`src/rtl/coriolis_ker0_join2.sv`:
```
// coriolis_ker0_join2: two-lane FIFO join that presents matched operand pairs to the kernel-0 FP adder.
// Ports: clk; rst (async, active-low); lane k: ink_s0 / ivalid_ink_s0 / iready_ink_s0;
// output pair: out1_s0 / out2_s0 / ovalid / oready.
// Optional stall_cnt output when CORIOLIS_JOIN_STALLCNT_EN is defined.
module coriolis_ker0_join2 #(
  parameter int STREAMW = 34,
  parameter int DEPTH = 4,
  parameter int ADDRW = 2
) (
  input  logic               clk,
  input  logic               rst,
  input  logic [STREAMW-1:0] in1_s0,
  input  logic               ivalid_in1_s0,
  output logic               iready_in1_s0,
  input  logic [STREAMW-1:0] in2_s0,
  input  logic               ivalid_in2_s0,
  output logic               iready_in2_s0,
  output logic [STREAMW-1:0] out1_s0,
  output logic [STREAMW-1:0] out2_s0,
  output logic               ovalid,
  input  logic               oready
`ifdef CORIOLIS_JOIN_STALLCNT_EN
  ,
  output logic [31:0]        stall_cnt
`endif
);
  localparam logic [ADDRW:0] full_cnt = (ADDRW+1)'(DEPTH);
  logic [STREAMW-1:0] mem_q [2][DEPTH];
  logic [STREAMW-1:0] mem_d [2][DEPTH];
  logic [ADDRW-1:0]   wr_q [2];
  logic [ADDRW-1:0]   wr_d [2];
  logic [ADDRW-1:0]   rd_q [2];
  logic [ADDRW-1:0]   rd_d [2];
  logic [ADDRW:0]     cnt_q [2];
  logic [ADDRW:0]     cnt_d [2];
  logic [1:0]         iready_q, iready_d, push;
  logic               pop;
  assign push[0] = ivalid_in1_s0 & iready_q[0];
  assign push[1] = ivalid_in2_s0 & iready_q[1];
  assign ovalid = (cnt_q[0] != '0) & (cnt_q[1] != '0);
  assign pop = ovalid & oready;
  assign iready_in1_s0 = iready_q[0];
  assign iready_in2_s0 = iready_q[1];
  assign out1_s0 = mem_q[0][rd_q[0]];
  assign out2_s0 = mem_q[1][rd_q[1]];
  always_comb begin
    mem_d = mem_q;
    for (int k = 0; k < 2; k++) begin
      wr_d[k] = push[k] ? wr_q[k] + 1'b1 : wr_q[k];
      rd_d[k] = pop ? rd_q[k] + 1'b1 : rd_q[k];
      cnt_d[k] = (push[k] && !pop) ? cnt_q[k] + 1'b1 :
                 (pop && !push[k]) ? cnt_q[k] - 1'b1 : cnt_q[k];
      // ready is registered from the next count so it never sees oready combinationally
      iready_d[k] = cnt_d[k] != full_cnt;
    end
    if (push[0]) mem_d[0][wr_q[0]] = in1_s0;
    if (push[1]) mem_d[1][wr_q[1]] = in2_s0;
  end
  always_ff @(posedge clk or negedge rst) begin
    if (!rst) begin
      mem_q    <= '{default: '0};
      wr_q     <= '{default: '0};
      rd_q     <= '{default: '0};
      cnt_q    <= '{default: '0};
      iready_q <= '0;
    end else begin
      mem_q    <= mem_d;
      wr_q     <= wr_d;
      rd_q     <= rd_d;
      cnt_q    <= cnt_d;
      iready_q <= iready_d;
    end
  end
`ifdef CORIOLIS_JOIN_STALLCNT_EN
  logic [31:0] stall_cnt_q, stall_cnt_d;
  always_comb stall_cnt_d = (ovalid && !oready && stall_cnt_q != '1) ? stall_cnt_q + 1'b1 : stall_cnt_q;
  always_ff @(posedge clk or negedge rst) begin
    if (!rst) stall_cnt_q <= '0;
    else stall_cnt_q <= stall_cnt_d;
  end
  assign stall_cnt = stall_cnt_q;
`endif
endmodule

```
`config.mk`:
```
export PLATFORM = sky130hd
export DESIGN_NAME = coriolis_ker0_join2
export DESIGN_NICKNAME = d
export VERILOG_FILES = /design/src/rtl/coriolis_ker0_join2.sv
export SDC_FILE = /design/constraint.sdc
export NUM_CORES = 1
export LEC_CHECK = 0
export CORE_MARGIN = 4
export CORE_UTILIZATION = 56
export CTS_CLUSTER_DIAMETER = 100
export CTS_CLUSTER_SIZE = 8
export DETAILED_ROUTE_END_ITERATION = 6
export PLACE_DENSITY = 0.8
export SLEW_MARGIN = 30
export SYNTH_ARGS = -nofsm -noshare
export SYNTH_HDL_FRONTEND = slang
export SYNTH_SLANG_ARGS = --single-unit
```
`constraint.sdc`:
```
create_clock -name clk -period 2.7 [get_ports clk]
set_input_delay 0.675 -clock clk [delete_from_list [all_inputs] [get_ports clk]]
set_output_delay 0.675 -clock clk [all_outputs]
set_load 0.005 [all_outputs]
```
* After elaboration in Yosys (flattened, before gate mapping) *
Index checks and enable logic that the tools add are counted.

operators by class
  $add $sub $neg = 8
  multipliers = 0
  div/mod/pow operators = 0
  magnitude comparators = 6
  equal/unequal tests = 2
  shifts and indexed selects = 0
  multiplexer cells = 16
  bitwise logic cells = 8
  reduce and logical (&&, ||, !) cells = 11

operator list
  cell                 number
  $bwmux 136           2
  $mux 34              6
  $bmux 34 s2          2
  $demux 34 s2         2
  $ge 3x3->1 const B   4
  $mux 3               4
  $not 2->3            4
  $add 2x1->2 const B  4
  $add 3x1->3 const B  2
  $logic_and 1x1->1    6
  $lt 3x1->1 const B   2
  $ne 3x3->1 const B   2
  $reduce_bool 3->1    2
  $sub 3x1->3 const B  2
  $and 1x1->1          4
  $logic_not 1->1      3

storage, ports and cells
  register bits after elaboration = 288
  latch bits = 0
  RAM bits = 0
  memory bits (read-only) = 0
  memories = 0

* Logic depth before layout (Yosys ltp) *
  word-level depth = 7
  gate-level depth with buffers = 7
  depth with buffers taken out = 6

* Least setup slack after synthesis *
OpenSTA, ideal clock, no wires.

  path kind = flip-flop to output port
  start point = register rd_q[2] (netlist bit)
  end point = output out1_s0[10]
  data arrival time = 1595 ps
  required time = 2025 ps
  setup slack = 430 ps
  stages on the path, launching flop included = 4
  buffers on the path = 2
  cell sequence = dfrtp_1 clkbuf_1 buf_2 mux4_2

between the ends
  longest elaborated chain between the ends = 4

RTL lines
  item                                        line  text
  start, declared                             32    logic [ADDRW-1:0] rd_q [2];
  start signal, assigned                      69    rd_q <= rd_d;
  $not 2->3 (implied by the code)             44    assign out1_s0 = mem_q[0][rd_q[0]];
  $bmux 34 s2                                 44
  $mux 34 (implied by the code) (2 in a row)  44
  end, declared                               18    output logic [STREAMW-1:0] out1_s0,

Every way passes these cells. The select of a mux whose other input is x is not followed.

* Worst setup path in the final report *
  start point = register rd_q[0] (netlist bit)
  end point = output out2_s0[11]

between the ends
  longest elaborated chain between the ends = 4

RTL lines
  item                                        line  text
  $not 2->3 (implied by the code)             45    assign out2_s0 = mem_q[1][rd_q[1]];
  $bmux 34 s2                                 45
  $mux 34 (implied by the code) (2 in a row)  45
  end, declared                               19    output logic [STREAMW-1:0] out2_s0,

Every way passes these cells. The select of a mux whose other input is x is not followed.

==> impl_metrics.ini <==
[status]
status = finished, violations left
violations = setup timing

[critical_path]
arrival_ns = 2.04
cp-end-kind = primary output
rrSetupSlack_ns = 0.61
crit_chain = buf_12 -> buf_16 -> buf_12 -> buf_6 -> mux4_2 -> buf_2
cp_slowest_cell = dfrtp_2
slowest_delay_ns = 0.43
crit_fanout = 7
required_ns = 2.03
cp-start-kind = flip-flop
timing.critical_path.mode_cell = buf_12
crit_type = flip-flop to primary output

[synthesis]
synth_edf_count = 0
synthArstFlopShare = 1.00
synth.distinct_cells = 29
synth.avg_cell_area_sq_um = 16.7
syn_area_sq_mm = 0.0126
netlist_instances = 759
yosysSeqAreaShare = 0.570
ys_seq_elements = 288
synth_top_flop_cell = dfrtp_1
synthesis.nets = 846
ys_warn_count = 0

[global_route]
grt_pass1_vias = 8509
gr-total-overflow = 0
grt_max_degree = 82
antenna_found_initial = 1
track_usage = 0.230
grt_pass1_wl_mm = 45.1

[finish]
syn2layout_area_growth_pct = 26.3
n_antenna_cell = 0
drive_above_1_share = 0.518
postLayoutCoreUtil = 0.725
finalNetCount = 1047
fin_area_sq_mm = 0.0160

[timing]
drv_slew = 0
fin_skew_ns = 0.0115
max_freq_mhz = 368
setup-violations-final = 2
fin_crit_sh = 1.01
worst_pin_slew_ns = 0.654
tns_ns = -0.0186
setup_slack_ns = -0.0158
final_hold_viol_count = 0
rsz0062_at_grt = yes
fin_crit_ns = 2.72
max_slew_margin = 0.564

[die]
die_w_um = 158
dieArea_sq_mm = 0.0251
core_sq_mm = 0.0220
die_h_um = 158
start_util = 0.574
num_rows = 54
io_pins = 144

[cts]
cts-buffers-inserted = 41
cts_sinks = 288
ctsHoldBuffers = 0
clock_latency_ns = 0.51
cts_root_buf = clkbuf_16
cts-htree-levels = 2
cts.clk_slew.worst_paths_ns = 0.05
cts_tree = built
ctsLongestPathBuffers = 3

[routing]
ant_nets = 0
wirelength_mm = 28.2
num_vias = 7408
dr.pass1.iters = 4
vias_per_cell = 5.96
drtIter0Drc = 287
drcViolationCount = 0
avgRoutedWirePerCell_um = 22.7

[power_and_ir_drop]
power_density_mw_per_mm2 = 1340
ir_drop_uv = 765
p_leak_nw = 6.93

[place]
dp_hpwl_mm = 17.4
place_congestion = 0.820
dpl_cell_area_sq_mm = 0.0147
place.port_buffers = 143

[flow_run]
drv_cap = 0

[worst_hold_path]
worst_hold_path_type = primary input to asynchronous set/reset pin
## Yosys cell counts, drive strengths merged (3+ instances only)
cell	instances	share of area
dfrtp	288	0.57
clkbuf	10	0.0030
nand2	14	0.0042
inv	13	0.0039
nor2	3	0.00089
a41oi	4	0.0028
xnor2	8	0.0055
buf	34	0.014
mux4	68	0.12
mux2	272	0.24
ha	14	0.014
## critical path: cells and delay by family (launching register included)
family,cells,cell delay (ns)
muxes,1,0.42
buffers and inverters,5,0.66
DFF,1,0.43
## registers in the layout, summed over array words and instances, names as in the netlist
signal and flops:
cnt_q 6, iready_q 2, mem_q 272, rd_q 4, wr_q 4
## final timing paths
kind	start	to	depth (start not counted)
max in group asynchronous	rst	mem_q[268]	2
min in group clk	mem_q[0]	mem_q[0]	1
worst min-delay path	rst	mem_q[5]	1
worst max register to register	cnt_q[0]	iready_q[0]	8
worst max-delay path	rd_q[0]	out2_s0[11]	6
worst min register to register	mem_q[0]	mem_q[0]	1
## per-layer routing
layer	global-route usage	vias to the layer above	wire length, um
met2	0.406	171	15100
met3	0.0457	44	1140
li1	-	3237	-
met5	0	-	13
met1	0.293	3954	11400
met4	0.0605	2	493
## cell type report
type                            instances  area, sq um
Sequential cell                       288         7210
Fill cell                            1376         6060
Multi-Input combinational cell        414         5190
Timing Repair Buffer                  202         2080
Clock buffer                           45         1080
Tap cell                              280          350
Inverter                               13         48.8
Clock inverter                          1         8.76
## logic make-up after synthesis
kind of cell | synth area share
muxes | 0.363
DFF | 0.570
adders and majority gates | 0.0139
buffers and inverters | 0.0208
AOI/OAI and AO/OA | 0.0131
and+or+nand+nor | 0.0123
xor gates and xnor gates | 0.00693
## cells in the final DEF (no fill, tap or decap), drive strengths merged, types with 3 or more instances in the layout
master,instances
clkdlybuf4s50,74
clkbuf,65
inv,14
nand2,14
dlygate4sd2,18
nor2,3
xnor2,8
mux2,272
ha,14
mux4,68
clkdlybuf4s15,8
dfrtp,288
buf,79
a41oi,4
## where the power goes
| group | leakage (nW) | internal, W | switching, W |
|---|---|---|---|
| Combinational | 2.99 | 0.00572 | 0.00345 |
| Clock | 0.537 | 0.00278 | 0.00169 |
| Sequential | 3.41 | 0.00657 | 0.00119 |
| Total | 6.93 | 0.0151 | 0.00633 |
## metrics by stage
stage | setup WS [ns] | hold WS, ns | total power, W | instances
after floorplan | 0.430 | 0.379 | 0.0129 | 759
after global placement | 0.197 | 0.481 | 0.0165 | 1170
after detailed placement | 0.105 | 0.489 | 0.0171 | 1170
after CTS | -0.0516 | 0.183 | 0.0217 | 1240
after global routing | -0.0578 | 0.207 | 0.0226 | 1243
final | -0.0158 | 0.153 | 0.0214 | 1243
## repair_timing
item | in CTS | in global routing
cloned | 5 | 0
setup endpoints to repair | 68 | 51
buffers inserted | 19 | 5
resized for setup | 161 | 40
No activity file was read; power rests on OpenSTA's default activity.
